<file path="src/rtl/ysyx_22050368_pkg.sv">
// Shared definitions for the instruction fetch unit: reset PC default,
// instruction width default and the fetch FSM state encoding.
package ysyx_22050368_pkg;

  localparam int unsigned XLEN       = 64;
  localparam int unsigned INST_W_DEF = 32;
  localparam logic [63:0] RESET_PC_DEF = 64'h8000_0000;

  // Fetch FSM: issue request, wait for data, drain a killed fetch, hold output.
  typedef enum logic [1:0] {
    S_REQ  = 2'd0,
    S_WAIT = 2'd1,
    S_DROP = 2'd2,
    S_OUT  = 2'd3
  } ifu_state_e;

  // Instructions are 4-byte aligned; low address bits are forced to zero.
  function automatic logic [63:0] align_pc(input logic [63:0] pc);
    return {pc[63:2], 2'b00};
  endfunction

endpackage

</file>
<file path="src/rtl/ysyx_22050368_ifu.sv">
// Instruction fetch unit: owns the PC, keeps at most one imem request in
// flight, and presents each fetched instruction to decode via valid/ready.
// A redirect from the branch/jump unit kills wrong-path work and restarts
// fetch at the (aligned) target.
// Ports:
//   clk, rst_n                      clock, synchronous active-low reset
//   redirect_valid, redirect_pc     jump pulse and target
//   imem_req_valid/ready/addr       fetch request channel
//   imem_resp_valid/data            fetch response (one per accepted request)
//   if_valid/ready, if_pc, if_inst  instruction to decode
//   err_misalign                    pulse: redirect target was not aligned
module ysyx_22050368_ifu
  import ysyx_22050368_pkg::*;
#(
  parameter logic [63:0] RESET_PC = RESET_PC_DEF,
  parameter int unsigned INST_W   = INST_W_DEF
) (
  input  logic              clk,
  input  logic              rst_n,
  input  logic              redirect_valid,
  input  logic [63:0]       redirect_pc,
  output logic              imem_req_valid,
  input  logic              imem_req_ready,
  output logic [63:0]       imem_req_addr,
  input  logic              imem_resp_valid,
  input  logic [INST_W-1:0] imem_resp_data,
  output logic              if_valid,
  input  logic              if_ready,
  output logic [63:0]       if_pc,
  output logic [INST_W-1:0] if_inst,
  output logic              err_misalign
);

  ifu_state_e        state, state_n;
  logic [63:0]       pc_q, pc_n;
  logic              out_valid_q, out_valid_n;
  logic [63:0]       if_pc_n;
  logic [INST_W-1:0] if_inst_n;
  logic              err_n;

  // Request and decode-valid are killed combinationally by a redirect so no
  // wrong-path transfer happens in the redirect cycle itself.
  assign imem_req_valid = rst_n & (state == S_REQ) & ~redirect_valid;
  assign imem_req_addr  = pc_q;
  assign if_valid       = out_valid_q & ~redirect_valid;

  // State and datapath registers.
  always_ff @(posedge clk) begin
    if (!rst_n) begin
      state        <= S_REQ;
      pc_q         <= RESET_PC;
      out_valid_q  <= 1'b0;
      if_pc        <= 64'd0;
      if_inst      <= INST_W'(0);
      err_misalign <= 1'b0;
    end else begin
      state        <= state_n;
      pc_q         <= pc_n;
      out_valid_q  <= out_valid_n;
      if_pc        <= if_pc_n;
      if_inst      <= if_inst_n;
      err_misalign <= err_n;
    end
  end

  // Next-state and datapath update; redirect overrides every state.
  always_comb begin
    state_n     = state;
    pc_n        = pc_q;
    out_valid_n = out_valid_q;
    if_pc_n     = if_pc;
    if_inst_n   = if_inst;
    err_n       = 1'b0;

    if (redirect_valid) begin
      pc_n        = align_pc(redirect_pc);
      err_n       = |redirect_pc[1:0];
      out_valid_n = 1'b0;
      case (state)
        S_REQ:          state_n = S_REQ;
        // An in-flight request must still be drained before refetching.
        S_WAIT, S_DROP: state_n = imem_resp_valid ? S_REQ : S_DROP;
        S_OUT:          state_n = S_REQ;
        default:        state_n = S_REQ;
      endcase
    end else begin
      case (state)
        S_REQ: begin
          if (imem_req_valid && imem_req_ready) state_n = S_WAIT;
        end
        S_WAIT: begin
          if (imem_resp_valid) begin
            if_inst_n   = imem_resp_data;
            if_pc_n     = pc_q;
            out_valid_n = 1'b1;
            pc_n        = pc_q + 64'd4;
            state_n     = S_OUT;
          end
        end
        S_DROP: begin
          if (imem_resp_valid) state_n = S_REQ;
        end
        S_OUT: begin
          if (if_valid && if_ready) begin
            out_valid_n = 1'b0;
            state_n     = S_REQ;
          end
        end
        default: state_n = S_REQ;
      endcase
    end
  end

endmodule

</file>
<file path="config.mk">
export PLATFORM = sky130hd
export DESIGN_NAME = ysyx_22050368_ifu
export DESIGN_NICKNAME = d
export VERILOG_FILES = /design/src/rtl/ysyx_22050368_pkg.sv /design/src/rtl/ysyx_22050368_ifu.sv
export SDC_FILE = /design/constraint.sdc
export NUM_CORES = 1
export LEC_CHECK = 0
export ABC_AREA = 1
export BUFFER_PORTS_ARGS = -buffer_cell sky130_fd_sc_hd__buf_2
export CORE_ASPECT_RATIO = 1.75
export CORE_MARGIN = 4
export CORE_UTILIZATION = 55
export CTS_CLUSTER_DIAMETER = 80
export CTS_CLUSTER_SIZE = 24
export DETAILED_ROUTE_END_ITERATION = 10
export GPL_TIMING_DRIVEN = 0
export MAX_ROUTING_LAYER = met4
export PLACE_DENSITY = 0.88
export RECOVER_POWER = 100
export SLEW_MARGIN = 40
export SYNTH_ARGS = -nofsm -noshare
export SYNTH_HDL_FRONTEND = slang
export SYNTH_SLANG_ARGS = --single-unit
</file>
<file path="constraint.sdc">
create_clock -name clk -period 2.7 [get_ports clk]
set_clock_uncertainty 0.05 [all_clocks]
set_input_delay 0.135 -clock clk [delete_from_list [all_inputs] [get_ports clk]]
set_output_delay 0.135 -clock clk [all_outputs]
set_load 0.01 [all_outputs]
</file>
### Word level (Yosys, flattened, before mapping)

Cells that the tools add are included.

| storage, ports and cells | value |
|---|---|
| bits in registers | 164 |
| input bits | 102 |
| output and inout port bits | 163 |
| word-level logic and storage cells | 52 |

| cells by class | value |
|---|---|
| $add $sub $neg | 1 |
| equal/unequal tests | 9 |
| muxes and demuxes | 14 |
| bitwise logic cells | 5 |
| reduce and logical (&&, ||, !) cells | 16 |

Operators by type and width:

| cell | number |
|---|---|
| 64-bit two-way mux | 3 |
| 64-bit by 3-bit adder with 64-bit output, second input constant | 1 |
| 2-bit two-way mux | 6 |
| 3-bit != test, second input constant | 3 |
| 2-bit case mux with 4 select lines | 1 |
| 2-bit OR reduction | 4 |
| 2-bit AND reduction | 3 |
| 3-bit AND reduction | 2 |
| 2-bit nonzero test | 3 |
| 2-bit == test, second input constant | 2 |
| 2-bit != test, second input constant | 2 |
| 2-bit case mux with 2 select lines | 1 |
| 4-bit AND reduction | 1 |
| 1-bit bitwise AND | 3 |
| 3-bit by 2-bit != test with 1-bit output, second input constant | 1 |
| 2-bit by 1-bit == test with 1-bit output, second input constant | 1 |
| 1-bit logical AND | 2 |
| 2-bit logical NOT | 1 |
| 1-bit two-way mux | 2 |
| 1-bit NOT | 2 |
| 1-bit case mux with 2 select lines | 1 |

### Longest topological paths before layout

Gate-level depths: netlist of the first run.

| depth | value |
|---|---|
| word-level depth | 7 |
| gate-level depth with buffers | 12 |
| depth with buffers taken out | 12 |

### Worst setup path after synthesis of the first run

No wires, ideal clock.

| path | value |
|---|---|
| path type | register to register |
| start | register pc_q[3] (netlist: imem_req_addr[3]) |
| end | register pc_q[36] (netlist: imem_req_addr[36]) |
| library setup time | 0.109 ns |
| arrival time | 1.562 ns |
| setup slack | 0.979 ns |
| cell stages (with the launch flop) | 13 |
| cell sequence | dfxtp_1 ha_1 nand2_2 nor2_2 nand2_2 nor2_4 nand2_4 nor2_4 nand2_1 nand3_1 nand4_1 nand2_1 inv_1 |

| between the ends | value |
|---|---|
| longest elaborated chain between the ends | 4 |

Ends and longest elaborated chain:

| element | RTL line | RTL |
|---|---|---|
| start, declared | ysyx_22050368_ifu.sv:35 | `logic [63:0] pc_q, pc_n;` |
| start signal, assigned | ysyx_22050368_ifu.sv:58 | `pc_q <= pc_n;` |
| 64-bit by 3-bit adder with 64-bit output | ysyx_22050368_ifu.sv:96 | `pc_n = pc_q + 64'd4;` |
| 64-bit two-way mux | ysyx_22050368_ifu.sv:92 | `if (imem_resp_valid) begin` |
| 64-bit two-way mux | ysyx_22050368_ifu.sv:87 | `case (state)` |
| 64-bit two-way mux | ysyx_22050368_ifu.sv:75 | `if (redirect_valid) begin` |

No other way between the ends. The select of a mux whose other input is x is not followed.
A chain may end at the register's enable or synchronous reset.

### Worst setup path in the final report of the first run

| path | value |
|---|---|
| start | register state[1] |
| end | register pc_q[3] (netlist: imem_req_addr[3]) |

| between the ends | value |
|---|---|
| longest elaborated chain between the ends | 3 |

Ends and longest elaborated chain:

| element | RTL line | RTL |
|---|---|---|
| start, declared | ysyx_22050368_ifu.sv:34 | `ifu_state_e state, state_n;` |
| start signal, assigned | ysyx_22050368_ifu.sv:57 | `state <= state_n;` |
| 2-bit by 1-bit == test with 1-bit output | ysyx_22050368_ifu.sv:87 |  |
| 2-bit nonzero test (no line) | n/a |  |
| 2-bit AND reduction (no line) | n/a |  |

No other way between the ends.

==> summary.md, run 1 <==
| Metric | Value |
|---|---|
| Routability cong. | around 1 |
| CORE AREA | between 0.01 and 0.015 mm² |
| Post-layout min period | 2.718 ns |
| Ys flop type | dfxtp_1 |
| YS warnings | 0 |
| Synth Area per Inst | between 6 and 7 µm² |
| HP Class | in2reg |
| Slew Limit Fails | 0 |
| Hold-fix buffers, CTS | 67 |
| CP bufs+invs | 4 |
| Top delay family on crit path | buffers and inverters |
| Cell repeated most along the worst path | inv_1 |
| Multiplexer area fraction after synthesis | 0% |
| Final setup fails | 1 |
| Die Ht | around 170 µm |
| Synth Area in XOR/XNOR | less than 1% |
| Total power draw | 0.006749 W |
| Sw frac | a little over a third |
| Cell area after synthesis | 0.008150 mm² |
| Clock Tree Root | clkbuf_16 |
| Post-synthesis simple-gate area fraction | a little over a third |
| Post-CTS sizing | 0 |
| Final wirelength | between 40 and 50 mm |
| Vias in the first global route | 11330 |
| Synth Area in Adders | 0.7676% |
| WHS | -0.00007244 ns |
| Drt pass-1 iters | 6 |
| CTS tree | yes |
| Die W | about 100 µm |
| Register bit total from synthesis | 160 |
| Setup bufs post-CTS | 0 |
| GR Util All Layers | around half |
| Initial antenna violation count | 1 |
| HPWL after DPL | between 20 and 30 mm |
| Congestion Overflow GR | 0 |
| Slowest cell on crit path | o21ai_0 |
| Internal | about 0.0044 W |
| First-pass GRT wire length | 62.41 mm |
| Clock share of power | 38.6% |
| Slew @ Worst Pin | between 0.8 and 0.9 ns |
| Status | finished, violations left |
| Largest family of logic cells by synthesized area | simple AND/OR/NAND/NOR gates |
| Switch Pwr | about 0.0023 W |
| Distinct cells, synth | 46 |
| Async SR Flop Fraction | 0% |
| Final Non-Filler Cells | 1758 |
| Worst skew pair latency | 0.45 ns |
| Placed Cells | between 1500 and 2000 |
| Synthesized instance count | ~1200 |
| Synth Area in Compound Gates | about 14% |
| Initial core utilization | between 50% and 60% |
| Largest net degree at the start of global routing | 17 |
| Fin nets | roughly 1700 |
| # port buffers | ~260 |
| Max stage delay on crit path | roughly 0.4 ns |
| Worst-path maximum fanout | 10 |
| Slew margin rel. | around 40% |
| LEAKAGE | 4.502 nW |
| Sequential area share after synthesis | 39.30% |
| Unrepaired setup endpoints after global routing | false |
| Sequential power share | just over 40% |
| Via count | 11020 |
| # rows | 58 |
| Max VDD drop | around 0.00058 V |
| Worst-path clk slew | approximately 0.08 ns |
| Post-synth EDFFs | 0 |
| Num CTS Buffers | 17 |
| H-tree depth | 4 |
| Critical Path Start Type | flop |
| Die area | between 0.015 and 0.02 mm² |
| Crit end category | flop |
| Critical path class | reg2reg |
| Crit-path cells | inv_1, ha_1, nand2_1, inv_1, nor2_2, inv_1, clkbuf_2, o21ai_0, a31oi_1 |
| Final period util | 100.7% |
| Max Clk Rate | roughly 370 MHz |
| CP Data Arrival Time | approximately 3 ns |
| Area grow syn2layout | 31.52% |
| Fin. Hold Viols | 1 |
| Final WS setup | -0.01780 ns |
| Vias per cell | 6.268 |
| Drc violations | 0 |
| Failing checks | negative hold slack, negative setup slack |
| Max Cap Viol | 0 |
| Gate power share | 20.1% |
| WP data required | between 2 and 3 ns |
| CTS sink count | 160 |
| Ports | about 270 |
| Cell Pwr Density | between 600 and 700 mW/mm² |
| WL per Instance | 23.74 µm |
| Final ANT Viol Nets | 0 |
| Detailed router's first-iteration violation count | about 1300 |
| Share of cells above drive strength 1 | 12.87% |
| Clock Tree Buf Depth | 2 |
[per-stage QoR]
step           util [%]  setup TNS, ns  setup slack (ns)  instance area [µm²]  hold slack, ns
2_1_floorplan         -              0            0.9792                 8162          0.2008
3_3_place_gp      67.05              0            0.4301                 9683          0.2889
3_5_place_dp      67.05              0            0.3660                 9683          0.3116
4_1_cts           75.84              0            0.3470                10950        0.004251
5_1_grt           74.22              0           0.01635                10720         0.01797
6_report          74.22       -0.01780          -0.01780                10720     -0.00007244
[final cells by class]
type | instances | area (µm²)
clock inverter | 14 | 168.9
fill | 1176 | 3722
inverter | 114 | 427.9
antenna | 1 | 2.502
sequential | 160 | 3203
buffer | 62 | 274.0
timing repair buffer | 326 | 1768
clock buffer | 18 | 429.2
tap | 180 | 225.2
multi-input combinational | 883 | 4220
[routing by layer]
| metal | routed length (µm) | vias to the layer above | track usage [%] |
|---|---|---|---|
| li1 | - | 4649 | - |
| met1 | 12700 | 4922 | 48.08 |
| met2 | 19170 | 1055 | 80.31 |
| met3 | 4747 | 393 | 15.18 |
| met4 | 5125 | 0 | 46.16 |
| met5 | 0 | - | - |
[power groups by stage]
stage          clock network (W)  registers, W  logic [W]
6_report                 0.00261       0.00279    0.00135
5_1_grt                  0.00264       0.00280    0.00144
4_1_cts                  0.00255       0.00275    0.00128
3_5_place_dp                   0       0.00280    0.00119
3_3_place_gp                   0       0.00279    0.00116
2_1_floorplan                  0       0.00285   0.000571
[cell usage in the layout, fill, tap and decap left out, types with 57 or more instances in the layout]
cell / count
buf_2: 109
inv_1: 111
a21oi_1: 57
nand2_1: 261
dlygate4sd3_1: 67
dfxtp_1: 160
nand3_1: 76
nor2_1: 220
clkbuf_1: 199
o21ai_0: 84
[logic make-up (layout without fill, tap and decap cells)]
kind of cell,count (synthesis),after routing
DFF,160,160
AOI/OAI and AO/OA,205,205
buffers and inverters,176,534
xor gates and xnor gates,7,7
and+or+nand+nor,662,662
adders and majority gates,5,5
other,1,5
[sequential cells by signal (all words and copies together), names as in the netlist]
| signal | cells |
|---|---|
| if_inst | 32 |
| out_valid_q | 1 |
| if_pc | 62 |
| state | 2 |
| imem_req_addr | 62 |
| err_misalign | 1 |
[path summary, 6_finish.rpt]
path	start	end	slack (ns)	depth (start not counted)
setup / recovery	state[1]$_SDFFE_PN0P_	imem_req_addr[3]$_SDFFE_PN0P_	-0.02	9
hold / removal	redirect_pc[52]	imem_req_addr[52]$_SDFFE_PN0P_	-0.00007	5
setup reg to reg	state[1]$_SDFFE_PN0P_	imem_req_addr[3]$_SDFFE_PN0P_	-0.02	9
hold reg to reg	if_pc[25]$_SDFFE_PN0P_	if_pc[25]$_SDFFE_PN0P_	0.42	2
[cell usage after synthesis (16+ instances only)]
cell	instances	share of area, %
nand2_1	259	12
nor2_1	217	10
dfxtp_1	160	39
inv_1	111	5.1
o21ai_0	84	5.2
nand3_1	76	4.7
a21oi_1	57	3.5
clkbuf_1	34	1.6
nor3_1	33	2.0
buf_2	18	1.1
a31oi_1	17	1.3
nand4_1	16	1.2
[worst min-delay path: cells and delay by family]
| kind | cells | cell delay [ns] |
|---|---|---|
| AOI/OAI and AO/OA | 2 | 0.13 |
| buffers and inverters | 2 | 0.14 |
| and+or+nand+nor | 1 | 0.05 |
Power figures use the tool's default switching activity.
==> run 2: changes to the inputs <==
--- a/config.mk
+++ b/config.mk
@@ -5,12 +5,11 @@
 export SDC_FILE = /design/constraint.sdc
 export NUM_CORES = 1
 export LEC_CHECK = 0
-export ABC_AREA = 1
 export BUFFER_PORTS_ARGS = -buffer_cell sky130_fd_sc_hd__buf_2
 export CORE_ASPECT_RATIO = 1.75
 export CORE_MARGIN = 4
-export CORE_UTILIZATION = 55
-export CTS_CLUSTER_DIAMETER = 80
+export CORE_UTILIZATION = 54
+export CTS_CLUSTER_DIAMETER = 40
 export CTS_CLUSTER_SIZE = 24
 export DETAILED_ROUTE_END_ITERATION = 10
 export GPL_TIMING_DRIVEN = 0
==> summary.md, run 2 <==
| Metric | Value |
|---|---|
| Worst flop-to-flop path endpoint | imem_req_addr[62]$_SDFFE_PN0P_ |
| Register bit total from synthesis | 160 |
| Drt pass-1 iters | 8 |
| Unrepaired setup endpoints after global routing | true |
| Congestion Overflow GR | 0 |
| YS warnings | 0 |
| Hold Crit Depth | 3 |
| Slew margin rel. | 48.27% |
| Largest cells by area after synthesis | dfxtp_1 (44%), nand2_1 (11%), a21oi_1 (8.0%) |
| Max Cap Viol | 0 |
| Final ANT Viol Nets | 0 |
| First-pass GRT wire length | 44.88 mm |
| Initial core utilization | a little over half |
| Most frequent cell after synthesis | nand2_1 |
| Area leader, netlist | dfxtp_1 |
| Detailed router's first-iteration violation count | 850 |
| Crit end category | flop |
| Synth top area share | between 40% and 50% |
| Final period util | 98.27% |
| Max VDD drop | between 0.0004 and 0.0005 V |
| CTS tree | yes |
| Clock Tree Buf Depth | 2 |
| Distinct cells, synth | 57 |
| CP Data Arrival Time | ~2.9 ns |
| Worst reg2reg setup slack | 0.05 ns |
| Synth Area per Inst | 7.837 µm² |
| Commonest non-fill, non-tap cell in the layout | nand2_1 |
| Final setup fails | 0 |
| Status | complete, no violations |
| Clock Tree Root | clkbuf_16 |
| Share of cells above drive strength 1 | 20.50% |
| Async SR Flop Fraction | 0% |
| Placed Cells | 1369 |
| Fin nets | ~1400 |
| Setup TNS | 0 ns |
| Max Clk Rate | 376.9 MHz |
| Slew @ Worst Pin | between 0.7 and 0.8 ns |
| Total power draw | around 0.0056 W |
| Worst-path clk slew | about 0.06 ns |
| Synthesized instance count | roughly 930 |
| CORE AREA | around 0.013 mm² |
| Ys flop type | dfxtp_1 |
| R2R cell count | 6 |
| Most frequent cells in the layout | nand2_1 (223), buf_2 (158), clkbuf_1 (148), dfxtp_1 (132), a21oi_1 (117) |
| # rows | 56 |
| Sequential area share after synthesis | 43.76% |
| Vias in the first global route | 8846 |
| Hold endpoint | imem_req_addr[38]$_SDFFE_PN0P_ |
| Cell area after synthesis | about 0.0073 mm² |
| Largest net degree at the start of global routing | 17 |
| Synth top cells by count | nand2_1 (223), dfxtp_1 (160), a21oi_1 (117), clkbuf_1 (53), o21ai_0 (44) |
| Via count | around 9000 |
| R2r startpoint | imem_req_addr[18]$_SDFFE_PN0P_ |
| Fin. Hold Viols | 0 |
| Final Non-Filler Cells | between 1000 and 1500 |
| Min-delay src | redirect_pc[38] |
| Cell Pwr Density | 537.5 mW/mm² |
| H-tree depth | 4 |
| Final wirelength | around 30 mm |
| Worst skew pair latency | between 0.4 and 0.5 ns |
| Initial antenna violation count | 0 |
| GR Util All Layers | a little under two fifths |
| Die area | around 0.016 mm² |
| Ports | 265 |
| WL per Instance | roughly 20 µm |
| Slew Limit Fails | 0 |
| HP Class | in2reg |
| Critical path class | reg2reg |
| Routability cong. | approximately 1 |
| Num CTS Buffers | 17 |
| WP data required | a little under 3 ns |
| # port buffers | between 200 and 300 |
| Die W | between 90 and 100 µm |
| Vias per cell | between 5 and 6 |
| Post-layout min period | approximately 2.7 ns |
| LEAKAGE | 3.767 nW |
| Worst-path maximum fanout | 10 |
| Drc violations | 0 |
| CTS sink count | 160 |
| Area grow syn2layout | 41.25% |
| Critical Path Start Type | flop |
| Die Ht | around 160 µm |
| Post-synth EDFFs | 0 |
| HPWL after DPL | about 20 mm |
==> run 2: cell count changes in the layout (fill, tap and decap cells not counted), moves of 44 or more <==
cell / previous run / this run
buf_2: 109 / 158
nand3_1: 76 / 32
nor2_1: 220 / 39
clkbuf_1: 199 / 148
a21oi_1: 57 / 117
inv_1: 111 / 9
==> run 2: cells by family (layout without fill, tap and decap cells) <==
logic type      count (synthesis)  after routing  synth area share [%]
other cells                     1              5               0.05123
compound gates                224            224                 17.78
simple gates                  424            424                 27.61
xor+xnor                       32             32                 3.829
flops                         160            160                 43.76
fa+ha+maj                       5              5                0.8547
buf+inv                        84            469                 5.572
mux                             4              4                0.5470
==> run 2: metal layers <==
layer	routed length [µm]	vias to the layer above	GRT usage, %
met4	2189	0	26.88
met1	10070	4086	40.04
met3	2530	195	6.395
li1	-	4059	-
met2	14860	629	63.60
met5	0	-	-
==> run 2: worst max-delay path by stage <==
stage / start / endpoint / slack [ns] / depth (start not counted)
floorplan: imem_req_addr[2]$_SDFFE_PN0P_ / imem_req_addr[46]$_SDFFE_PN0P_ / 0.07 / 8
global placement: state[1]$_SDFFE_PN0P_ / imem_req_addr[55]$_SDFFE_PN0P_ / -0.37 / 9
detailed placement: state[1]$_SDFFE_PN0P_ / imem_req_addr[43]$_SDFFE_PN0P_ / -0.44 / 9
CTS: imem_req_addr[5]$_SDFFE_PN0P_ / imem_req_addr[62]$_SDFFE_PN0P_ / 0.004 / 6
global route: imem_req_addr[20]$_SDFFE_PN0P_ / imem_req_addr[62]$_SDFFE_PN0P_ / -0.01 / 6
finish: imem_req_addr[18]$_SDFFE_PN0P_ / imem_req_addr[62]$_SDFFE_PN0P_ / 0.05 / 6
==> run 2: timing repair <==
| action | in CTS | in global routing |
|---|---|---|
| hold endpoints to repair | 87 | 0 |
| gates resized for setup | 22 | 35 |
| pin swaps | 3 | 4 |
| gates cloned | 0 | 0 |
| hold buffers | 88 | 0 |
| setup endpoints to repair | 76 | 47 |
| setup buffers | 7 | 3 |
==> run 2: layout make-up <==
type | instances | area (µm²)
multi-input cells | 693 | 3771
flip-flops and latches | 160 | 3251
fillers | 985 | 3044
repair buffers | 356 | 2121
clock buffers | 19 | 452.9
plain buffers | 71 | 381.6
well taps | 174 | 217.7
clock inverters | 13 | 103.9
inverters | 10 | 37.54
diodes | 1 | 2.502
==> run 2: critical path, stage by stage, from the launching register on <==
cell     delay (ns)
dfxtp_4        0.41
nand4_1        0.24
or4_4          0.60
or3_1          0.35
buf_2          0.19
or4_1          0.52
and3_1         0.18
==> run 2: per-stage QoR <==
stage	cell area (µm²)	util (%)	hold WS [ns]	setup slack, ns
after global routing	10340	77.23	0.02092	-0.01346
after CTS	10370	77.49	0.0003620	0.003619
after floorplan	7331	-	0.2210	0.07282
after detailed placement	8842	66.07	0.3259	-0.4380
final	10340	77.25	0.01420	0.04680
after global placement	8840	66.05	0.3147	-0.3733
==> run 2: power breakdown <==
part           leakage (nW)  switching, W  internal (W)
clock network         0.259       0.00107       0.00124
logic                  2.19      0.000358      0.000308
registers              1.31      0.000134       0.00244
==> run 3: changes to the inputs <==
==> constraint.sdc (replaced) <==
create_clock -name clk -period 2.7 [get_ports clk]
set_clock_uncertainty 0.05 [all_clocks]
set_input_delay 0.405 -clock clk [delete_from_list [all_inputs] [get_ports clk]]
set_output_delay 0.405 -clock clk [all_outputs]
set_load 0.01 [all_outputs]
==> summary.md, run 3 (synthesis gave the netlist of run 2 again) <==
| Metric | Value |
|---|---|
| Initial antenna violation count | 1 |
| Unrepaired setup endpoints after global routing | true |
| Worst-path maximum fanout | 10 |
| Die area | roughly 0.016 mm² |
| Post-layout min period | around 2.6 ns |
| Final wirelength | between 20 and 30 mm |
| Final period util | 97.50% |
| Setup TNS | 0 ns |
| Internal | between 0.003 and 0.004 W |
| Congestion Overflow GR | 0 |
| CTS sink count | 160 |
| WP data required | around 3.0 ns |
| LEAKAGE | ~3.6 nW |
| Fillers | around 1100 |
| Switch Pwr | 0.001511 W |
| Cell Pwr Density | about 570 mW/mm² |
| Area grow syn2layout | 30.24% |
| Max Cap Viol | 0 |
| First-pass GRT wire length | slightly above 40 mm |
| CORE AREA | about 0.013 mm² |
| WL per Instance | ~19 µm |
| Area of the multi-input gates | 0.003784 mm² |
| Slew @ Worst Pin | 0.7207 ns |
| Vias per cell | 5.930 |
| GR Util All Layers | 34.49% |
| Die Ht | ~160 µm |
| Final ANT Viol Nets | 0 |
| Largest net degree at the start of global routing | 17 |
| Detailed router's first-iteration violation count | around 660 |
| HPWL after DPL | just under 20 mm |
| Gate power share | around 10% |
| R2R cell count | 7 |
| Sw frac | ~28% |
| Slew margin rel. | around half |
| Final setup fails | 0 |
| Hold-fix buffers, CTS | 0 |
| CP Data Arrival Time | slightly below 3 ns |
| CTS tree | yes |
| Initial core utilization | a little over half |
| Critical path class | reg2reg |
| Hold Crit Depth | 3 |
| Max VDD drop | between 0.0004 and 0.0005 V |
| Drt pass-1 iters | 8 |
| Design area | ~0.0095 mm² |
| Critical Path Start Type | flop |
| Clock share of power | 42.3% |
| Routability cong. | ~1.0 |
| Clock Tree Root | clkbuf_16 |
| Worst-path clk slew | 0.07 ns |
| Status | complete, no violations |
| Worst skew pair latency | between 0.4 and 0.5 ns |
| Sequential power share | roughly 48% |
| # port buffers | about 260 |
| Area occupied by registers | 0.003248 mm² |
| Fin nets | 1331 |
| Crit end category | flop |
| Fin. Hold Viols | 0 |
| Slew Limit Fails | 0 |
| Num CTS Buffers | 17 |
| Max Clk Rate | 379.9 MHz |
| Ports | between 200 and 300 |
| Vias in the first global route | between 7000 and 8000 |
| HP Class | in2reg |
| Commonest non-fill, non-tap cell in the layout | nand2_1 |
| Share of cells above drive strength 1 | about a quarter |
| Drc violations | 0 |
| # rows | 56 |
| Clock Tree Buf Depth | 2 |
| Die W | just under 100 µm |
| H-tree depth | 4 |
| Area after DPL | a little under 0.009 mm² |
| Most frequent cells in the layout | nand2_1 (223), buf_2 (190), dfxtp_1 (134), a21oi_1 (117), clkbuf_1 (116) |
| Via count | approximately 8400 |
==> run 3: cell count changes in the layout (fill, tap and decap cells not counted), sizes merged <==
cell / change
dlygate4sd3: -88
buf: +36
clkbuf: -33
==> run 3: power by group through the flow <==
| stage | registers [W] | logic (W) | clock network, W |
|---|---|---|---|
| floorplan | 0.00262 | 0.000257 | 0 |
| global placement | 0.00261 | 0.000526 | 0 |
| detailed placement | 0.00261 | 0.000537 | 0 |
| CTS | 0.00256 | 0.000544 | 0.00229 |
| global route | 0.00258 | 0.000603 | 0.00238 |
| finish | 0.00257 | 0.000558 | 0.00229 |
==> run 3: stage by stage <==
step                instances  utilization (%)  hold WS (ns)  setup WS, ns  total power [W]
floorplan                 937                -        0.4305       0.07282         0.002873
global placement         1369            66.05        0.3880       -0.3733         0.003136
detailed placement       1369            66.07        0.3935       -0.4380         0.003151
CTS                      1405            70.91        0.1576      0.003619         0.005401
global route             1412            71.23        0.1619     -0.001873         0.005567
finish                   1412            71.23        0.1613       0.06744         0.005424
==> run 3: final timing paths <==
check                                      start                        endpoint  slack [ns]
setup reg to reg  imem_req_addr[10]$_SDFFE_PN0P_  imem_req_addr[41]$_SDFFE_PN0P_        0.07
setup / recovery  imem_req_addr[10]$_SDFFE_PN0P_  imem_req_addr[41]$_SDFFE_PN0P_        0.07
hold reg to reg           if_pc[43]$_SDFFE_PN0P_          if_pc[43]$_SDFFE_PN0P_        0.40
hold / removal                 imem_resp_data[5]         if_inst[5]$_SDFFE_PN0P_        0.16
==> run 3: what timing repair did <==
action,CTS,global route
pin swaps,3,4
gates resized for setup,22,35
endpoints found under the hold margin,0,0
setup endpoints to repair,76,45
setup buffers,7,6
gates cloned,0,0
==> run 3: cell type report <==
cell class              count  share of cell area (%)
plain buffers              71                   4.016
well taps                 174                   2.284
inverters                  10                  0.3938
diodes                      1                 0.02625
repair buffers            271                   13.68
clock inverters            13                   1.089
flip-flops and latches    160                   34.07
multi-input cells         693                   39.69
clock buffers              19                   4.751
==> run 3: worst max-delay path: stages (launching register included) <==
cell,delay (ns)
dfxtp_2,0.41
nand4_1,0.22
buf_4,0.20
buf_4,0.12
nor3_1,0.30
nand3_1,0.43
or4_1,0.55
a311oi_1,0.26
==> run 3: layer usage <==
| metal | vias up | share of wire (%) | global-route usage (%) |
|---|---|---|---|
| met1 | 3816 | 34 | 37.54 |
| li1 | 3877 | - | - |
| met4 | 0 | 6.2 | 20.79 |
| met3 | 140 | 9.1 | 5.607 |
| met2 | 540 | 51 | 57.50 |
| met5 | - | 0 | - |
